==> src/rtl/gpr_pkg.sv <==
// Shared constants and types for the GPR writeback scheduler slice.
package gpr_pkg;
    localparam int REG_ADDR_W = 5;
    localparam int NUM_REGS   = 32;

    typedef enum logic {
        SRC_ALU = 1'b0,
        SRC_MEM = 1'b1
    } wb_src_t;
endpackage

==> src/rtl/gpr_wb_scheduler_rr_arb2.sv <==
// Two-way round-robin arbiter: req/gnt bit 0 is the ALU, bit 1 the load unit.
module rr_arb2
    import gpr_pkg::*;
(
    input  logic       clk,
    input  logic       rstn,
    input  logic [1:0] req,
    output logic [1:0] gnt
);

    wb_src_t last_gnt;

    // On contention the source that did not win most recently goes first.
    always_comb begin
        gnt = 2'b00;
        if (req[0] && (!req[1] || last_gnt == SRC_MEM))
            gnt[0] = 1'b1;
        else if (req[1])
            gnt[1] = 1'b1;
    end

    always_ff @(posedge clk or negedge rstn) begin
        if (!rstn)
            last_gnt <= SRC_MEM;
        else if (gnt[1])
            last_gnt <= SRC_MEM;
        else if (gnt[0])
            last_gnt <= SRC_ALU;
    end

endmodule

==> src/rtl/gpr_wb_scheduler.sv <==
// Register scoreboard plus single-port writeback scheduler for the ALU and load unit.
module gpr_wb_scheduler
    import gpr_pkg::*;
#(
    parameter int WordSize = 32
) (
    input  logic                  clk,
    input  logic                  rstn,
    input  logic                  iss_valid,
    input  logic [REG_ADDR_W-1:0] iss_rd,
    input  logic [REG_ADDR_W-1:0] iss_rs1,
    input  logic [REG_ADDR_W-1:0] iss_rs2,
    output logic                  iss_stall,
    input  logic                  alu_valid,
    input  logic [REG_ADDR_W-1:0] alu_rd,
    input  logic [WordSize-1:0]   alu_data,
    output logic                  alu_ready,
    input  logic                  mem_valid,
    input  logic [REG_ADDR_W-1:0] mem_rd,
    input  logic [WordSize-1:0]   mem_data,
    output logic                  mem_ready,
    output logic                  wbe,
    output logic [REG_ADDR_W-1:0] rdn,
    output logic [WordSize-1:0]   rdd,
    output logic [NUM_REGS-1:0]   busy,
    output logic                  err
);

    logic [NUM_REGS-1:0]   busy_q;
    logic [NUM_REGS-1:0]   busy_nxt;
    logic [1:0]            gnt;
    logic                  iss_acc;
    logic                  wb_acc;
    logic [REG_ADDR_W-1:0] wb_rd;
    logic [WordSize-1:0]   wb_data;
    logic                  wbe_p1;
    logic [REG_ADDR_W-1:0] rdn_p1;
    logic [WordSize-1:0]   rdd_p1;
    logic                  err_q;

    rr_arb2 u_arb (
        .clk  (clk),
        .rstn (rstn),
        .req  ({mem_valid, alu_valid}),
        .gnt  (gnt)
    );

    assign alu_ready = gnt[0];
    assign mem_ready = gnt[1];
    assign wb_acc    = gnt[0] | gnt[1];
    assign wb_rd     = gnt[1] ? mem_rd   : alu_rd;
    assign wb_data   = gnt[1] ? mem_data : alu_data;

    // busy_q[0] is never set, so register 0 cannot cause a hazard.
    assign iss_stall = iss_valid & (busy_q[iss_rs1] | busy_q[iss_rs2] | busy_q[iss_rd]);
    assign iss_acc   = iss_valid & ~iss_stall;

    // Clear on writeback first, then set on issue, so a same-edge set wins.
    always_comb begin
        busy_nxt = busy_q;
        if (wb_acc)
            busy_nxt[wb_rd] = 1'b0;
        if (iss_acc && iss_rd != '0)
            busy_nxt[iss_rd] = 1'b1;
        busy_nxt[0] = 1'b0;
    end

    always_ff @(posedge clk or negedge rstn) begin
        if (!rstn) begin
            busy_q <= '0;
            err_q  <= 1'b0;
        end else begin
            busy_q <= busy_nxt;
            if (wb_acc && wb_rd != '0 && !busy_q[wb_rd])
                err_q <= 1'b1;
        end
    end

    // p1: registered register-file write port, address/data hold when idle
    always_ff @(posedge clk or negedge rstn) begin
        if (!rstn) begin
            wbe_p1 <= 1'b0;
            rdn_p1 <= '0;
            rdd_p1 <= '0;
        end else begin
            wbe_p1 <= wb_acc && wb_rd != '0;
            if (wb_acc && wb_rd != '0) begin
                rdn_p1 <= wb_rd;
                rdd_p1 <= wb_data;
            end
        end
    end

    assign wbe  = wbe_p1;
    assign rdn  = rdn_p1;
    assign rdd  = rdd_p1;
    assign busy = busy_q;
    assign err  = err_q;

endmodule
==> config.mk <==
export PLATFORM = sky130hd
export DESIGN_NAME = gpr_wb_scheduler
export DESIGN_NICKNAME = d
export VERILOG_FILES = /design/src/rtl/gpr_pkg.sv /design/src/rtl/gpr_wb_scheduler_rr_arb2.sv /design/src/rtl/gpr_wb_scheduler.sv
export SDC_FILE = /design/constraint.sdc
export NUM_CORES = 1
export LEC_CHECK = 0
export ABC_AREA = 0
export ABC_CLOCK_PERIOD_IN_PS = 5500
export CAP_MARGIN = 0
export CORE_ASPECT_RATIO = 1.75
export CORE_MARGIN = 10
export CORE_UTILIZATION = 48
export CTS_CLUSTER_DIAMETER = 200
export DETAILED_ROUTE_END_ITERATION = 7
export PLACE_DENSITY = 0.86
export SYNTH_ARGS = -nofsm -noshare
export SYNTH_HDL_FRONTEND = slang
export SYNTH_SLANG_ARGS = --single-unit
==> constraint.sdc <==
create_clock -name clk -period 5.5 [get_ports clk]
set_clock_uncertainty 0.15 [all_clocks]
set_input_delay 0.55 -clock clk [delete_from_list [all_inputs] [get_ports clk]]
set_output_delay 0.55 -clock clk [all_outputs]
set_load 0.01 [all_outputs]
Word-level counts from Yosys, hierarchy flattened --
Index checks and enable logic that the tools add are counted.
Word-level totals: output and inout port bits 74, flip-flop bits (word level) 71, logic and storage cells 54
Operators by class: bitwise operators 9, $lt $le $gt $ge 6, reductions and logical operators 12, mux-type cells 21
Operator list (count):
- $mux W32 | 3
- $and A32 B32 Y32 | 1
- $not A32 Y32 | 1
- $or A32 B32 Y32 | 1
- $lt A5 B6 Y1 const B | 4
- $bmux W1 S5 | 4
- $mux W1 | 11
- $demux W1 S5 | 2
- $ge A5 B1 Y1 const B | 2
- $reduce_bool A5 Y1 | 2
- $logic_and A1 B1 Y1 | 6
- $mux W5 | 1
- $or A1 B1 Y1 | 3
- $and A1 B1 Y1 | 2
- $logic_not A1 Y1 | 2
- $reduce_bool A2 Y1 | 1
- $logic_or A1 B1 Y1 | 1
- $not A1 Y1 | 1

Logic depth before layout (Yosys ltp) --
depth after elaboration 14, gate-level depth with buffers 9, depth with buffers taken out 7

By module --
From an unflattened synthesis, not the netlist that was laid out.
Unflattened totals: cells, all modules 473, area, all modules 4509.3 µm²
By module, submodules not included:
- gpr_wb_scheduler | cells each 467, area an instance 4455.5 µm², sequential area each 1751.7 µm², instances 1
- rr_arb2 | cells each 6, area an instance 53.8 µm², sequential area each 26.3 µm², instances 1

Worst setup path after synthesis --
Ideal clock, no wire load.
path kind input -> output, start point input iss_rs1[0], end point output iss_stall, path buffers 1, stages on the path 6, data required time 4.800 ns, arrival time 2.196 ns, slack 2.604 ns, cells stage by stage buf_2 > mux4_2 > mux4_2 > mux2i_1 > nand3_1 > and2_1
Between the ends: word-level cells in the longest chain between the ends 5
RTL lines:
- start: declaration | line gpr_wb_scheduler.sv:11 | input logic [REG_ADDR_W-1:0] iss_rs1,
- $bmux W1 S5 | line gpr_wb_scheduler.sv:55 | assign iss_stall = iss_valid & (busy_q[iss_rs1] | busy_q[iss_rs2] | busy_q[iss_rd]);
- $mux W1 (not written as such) | line gpr_wb_scheduler.sv:55
- $or A1 B1 Y1 (2 in a row) | line gpr_wb_scheduler.sv:55
- $and A1 B1 Y1 | line gpr_wb_scheduler.sv:55
- end: declaration | line gpr_wb_scheduler.sv:13 | output logic iss_stall,
Every way passes these cells. The select of a mux whose other input is x is not followed.

Worst setup path after layout --
Ends and elaborated chain as after synthesis.

==> metrics.md <==
| Metric | Value |
|---|---|
| Fraction of layout cells with a size suffix above 1 | 9.134% |
| Row count | 46 |
| Count of cell types in the netlist | 43 |
| Clk slew on worst S/H paths | 0.05 ns |
| Core box area | 9036 sq um |
| Syn Area/Cell | 9.137 sq um |
| Register area share after synthesis | 40.29% |
| Via count | 4579 |
| Crit path arrival time | 3.64 ns |
| GRT overflow | 0 |
| CP max FO | 32 |
| Post-DR wirelength/cell | 21.93 microns |
| Sw Ratio | 35.06% |
| Layout area overhead | 46.24% |
| Initial antenna violation count | 0 |
| PostCTS Resize Cnt | 0 |
| Die area | 13580 sq um |
| Power Density | 400.7 nW/um^2 |
| Worst Setup End Kind | primary output |
| H-Tree Depth | 3 |
| Antenna cells | 0 |
| Pint | 0.001680 W |
| CTS Hold Bufs | 0 |
| M1 WL | 5307 microns |
| Antenna Nets Post-Route | 0 |
| Synthesis warning total | 0 |
| Pre-antenna DRT Iters | 5 |
| CTS Buffer Depth | 2 |
| Worst EP required | 4.80 ns |
| # port buffers | 166 |
| Clk_lat worst skew | 0.34 ns |
| Clock tree from TritonCTS | built |
| Placer congestion estimate | 0.9209 |
| Worst-Margin Slew | 1.148 ns |
| Final period util | 78.83% |
| Number of synthesized register bits | 71 |
| Ys async rst share | 100.0% |
| Net switching power | 0.0009066 W |
| Routed wl met3 | 2016 microns |
| Root Driver | clkbuf_16 |
| Initial Util | 48.84% |
| Setup_tns | 0 ns |
| Fmax | 0.2306 GHz |
| Worst VDD drop | 0.2208 mV |
| DIE HEIGHT | 146.8 microns |
| Hold Path Class | input port to async pin |
| Setup Fix Bufs, Post-CTS | 0 |
| Leakage | 2.543 nW |
| Vias per cell | 6.065 |
| DRT iter0 DRCs | 403 |
| Critical setup path kind | input port to primary output |
| Net total in the final layout | 724 |
| Mapped Area | 4413 sq um |
| Crit start category | input port |
| Status | complete, no violations |
| Final Util | 71.42% |
| Final Hold Violating Endpoints | 0 |
| # DRC | 0 |
| Post-synthesis cell count | 483 |
| Io pins | 168 |
| Sequential power share | 34.3% |
| Routed wl met2 | 8403 microns |
| Register area | 1778 sq um |
| Fillers | 692 |
| Final Max Slew Viols | 0 |
| Die width | 92.48 microns |
| Slew headroom | 23.29% |
| MaxCap Viol Count | 0 |
| Number of synthesized flops with an enable pin | 0 |
| Min Tclk post-route | 4.336 ns |
| TritonCTS buffer count | 9 |
| Post-DP HPWL | 12670 microns |
| Combinational power share | 38.9% |
| # setup viols final | 0 |
| Num Clock Sinks | 71 |
| Vias in the first global route | 4757 |
| First-pass GRT wire length | 25800 microns |
| Synth Flop Type | dfrtp_1 |
| Largest net degree at the start of global routing | 73 |
| Multi-input logic area | 2452 sq um |
| Global Route Usage Sum | 24.14% |
| Top sig layer | met4 |
| Final wirelength | 16560 microns |
| Clock power frac | 26.9% |
| Syn_nets | 577 |
| RSZ-0062 raised after global routing | no |
## sequential cells by signal (all words and copies together), names as in the netlist
register        cells
busy               31
err                 1
rdd                32
rdn                 5
u_arb.last_gnt      1
wbe                 1
## final timing paths
| path | start | cells past startpoint | slack, ns | endpoint |
|---|---|---|---|---|
| worst max-delay path | iss_rs1[0] | 8 | 1.16 | iss_stall |
| worst min-delay path | rstn | 2 | 0.27 | rdd[25]$_DFFE_PN0P_ |
| worst max register to register | u_arb.last_gnt$_DFFE_PN1N_ | 8 | 1.80 | rdd[14]$_DFFE_PN0P_ |
| worst min register to register | err$_DFFE_PN0P_ | 2 | 0.33 | err$_DFFE_PN0P_ |
| max in group asynchronous | rstn | 2 | 4.34 | busy[18]$_DFF_PN0_ |
| min in group clk | err$_DFFE_PN0P_ | 2 | 0.33 | err$_DFFE_PN0P_ |
## cells in the final DEF (no fill, tap or decap), types with 3 or more instances in the layout
master	count
o21ai_0	37
clkbuf_16	9
a31oi_1	38
a22oi_1	3
nor3_1	3
nand2_1	112
nor2b_1	3
nand2b_1	8
nor3b_1	5
nor2_1	42
o22ai_1	3
mux2_2	3
buf_4	4
dfrtp_1	70
clkdlybuf4s50_1	165
o21ai_1	30
nand3_1	6
and3_1	5
inv_1	8
and2_1	3
bufinv_16	3
mux4_2	28
mux2i_1	16
## cells by family after synthesis
family          count (synthesis)  synth area share, %
flops                          71                40.29
compound gates                127                17.41
simple gates                  194                18.88
mux                            48                19.19
buf+inv                        42                4.139
other cells                     1              0.08498
## through the flow
| step | instance area (sq um) | setup WS, ns | cells | hold slack, ns | total power [W] |
|---|---|---|---|---|---|
| floorplan | 4413 | 2.604 | 483 | 0.1044 | 0.001311 |
| global placement | 6097 | 1.279 | 739 | 0.2978 | 0.001842 |
| detailed placement | 6097 | 1.163 | 739 | 0.3047 | 0.001885 |
| CTS | 6454 | 1.157 | 755 | 0.3030 | 0.002583 |
| global route | 6454 | 0.9859 | 755 | 0.3474 | 0.002696 |
| finish | 6454 | 1.164 | 755 | 0.2697 | 0.002586 |
## area by class of cell
type | instances | share of cell area [%]
flip-flops and latches | 71 | 27.55
clock buffers | 11 | 3.916
clock inverters | 5 | 1.609
multi-input cells | 370 | 38.00
repair buffers | 170 | 26.13
inverters | 8 | 0.4653
well taps | 120 | 2.326
## cells in the mapped netlist (all sizes together), types with 2 or more instances
cell,number,area [sq um]
o22ai,3,18.77
mux2,3,33.78
a21oi,2,10.01
and2,3,18.77
nand2,112,420.4
and3b,2,17.52
o21ai,67,335.3
a41oi,2,17.52
and3,5,31.28
nand2b,8,50.05
nor3,3,15.01
a22oi,3,22.52
buf,22,107.6
nand3,6,30.03
a31oi,39,259.0
nand3b,2,15.01
dfrtp,70,1752
nor2,42,157.7
inv,8,30.03
o221ai,2,17.52
a211o,2,17.52
mux2i,17,182.7
clkbuf,12,45.04
nor3b,5,37.54
mux4,28,630.6
nor2b,3,18.77
## per-layer routing
layer / GRT usage, % / vias to the layer above
met1: 23.65 / 2145
met2: 41.13 / 322
met5: 0 / -
met4: 13.49 / 0
met3: 10.61 / 75
li1: - / 2037
## worst max-delay path: stages
cell and delay (ns):
clkdlybuf4s50_1 0.80, mux4_2 0.58, mux4_2 0.51, mux2i_1 0.18, nand3_1 0.10, buf_4 0.25, and2_1 0.19, clkdlybuf4s50_1 0.47
## power groups by stage
stage	Combinational [W]	Clock (W)	Sequential [W]
after floorplan	0.000455	0	0.000856
after global placement	0.000969	0	0.000873
after detailed placement	0.00100	0	0.000882
after CTS	0.00101	0.000701	0.000873
after global routing	0.00108	0.000721	0.000895
final	0.00101	0.000694	0.000886
Power figures use the tool's default switching activity.
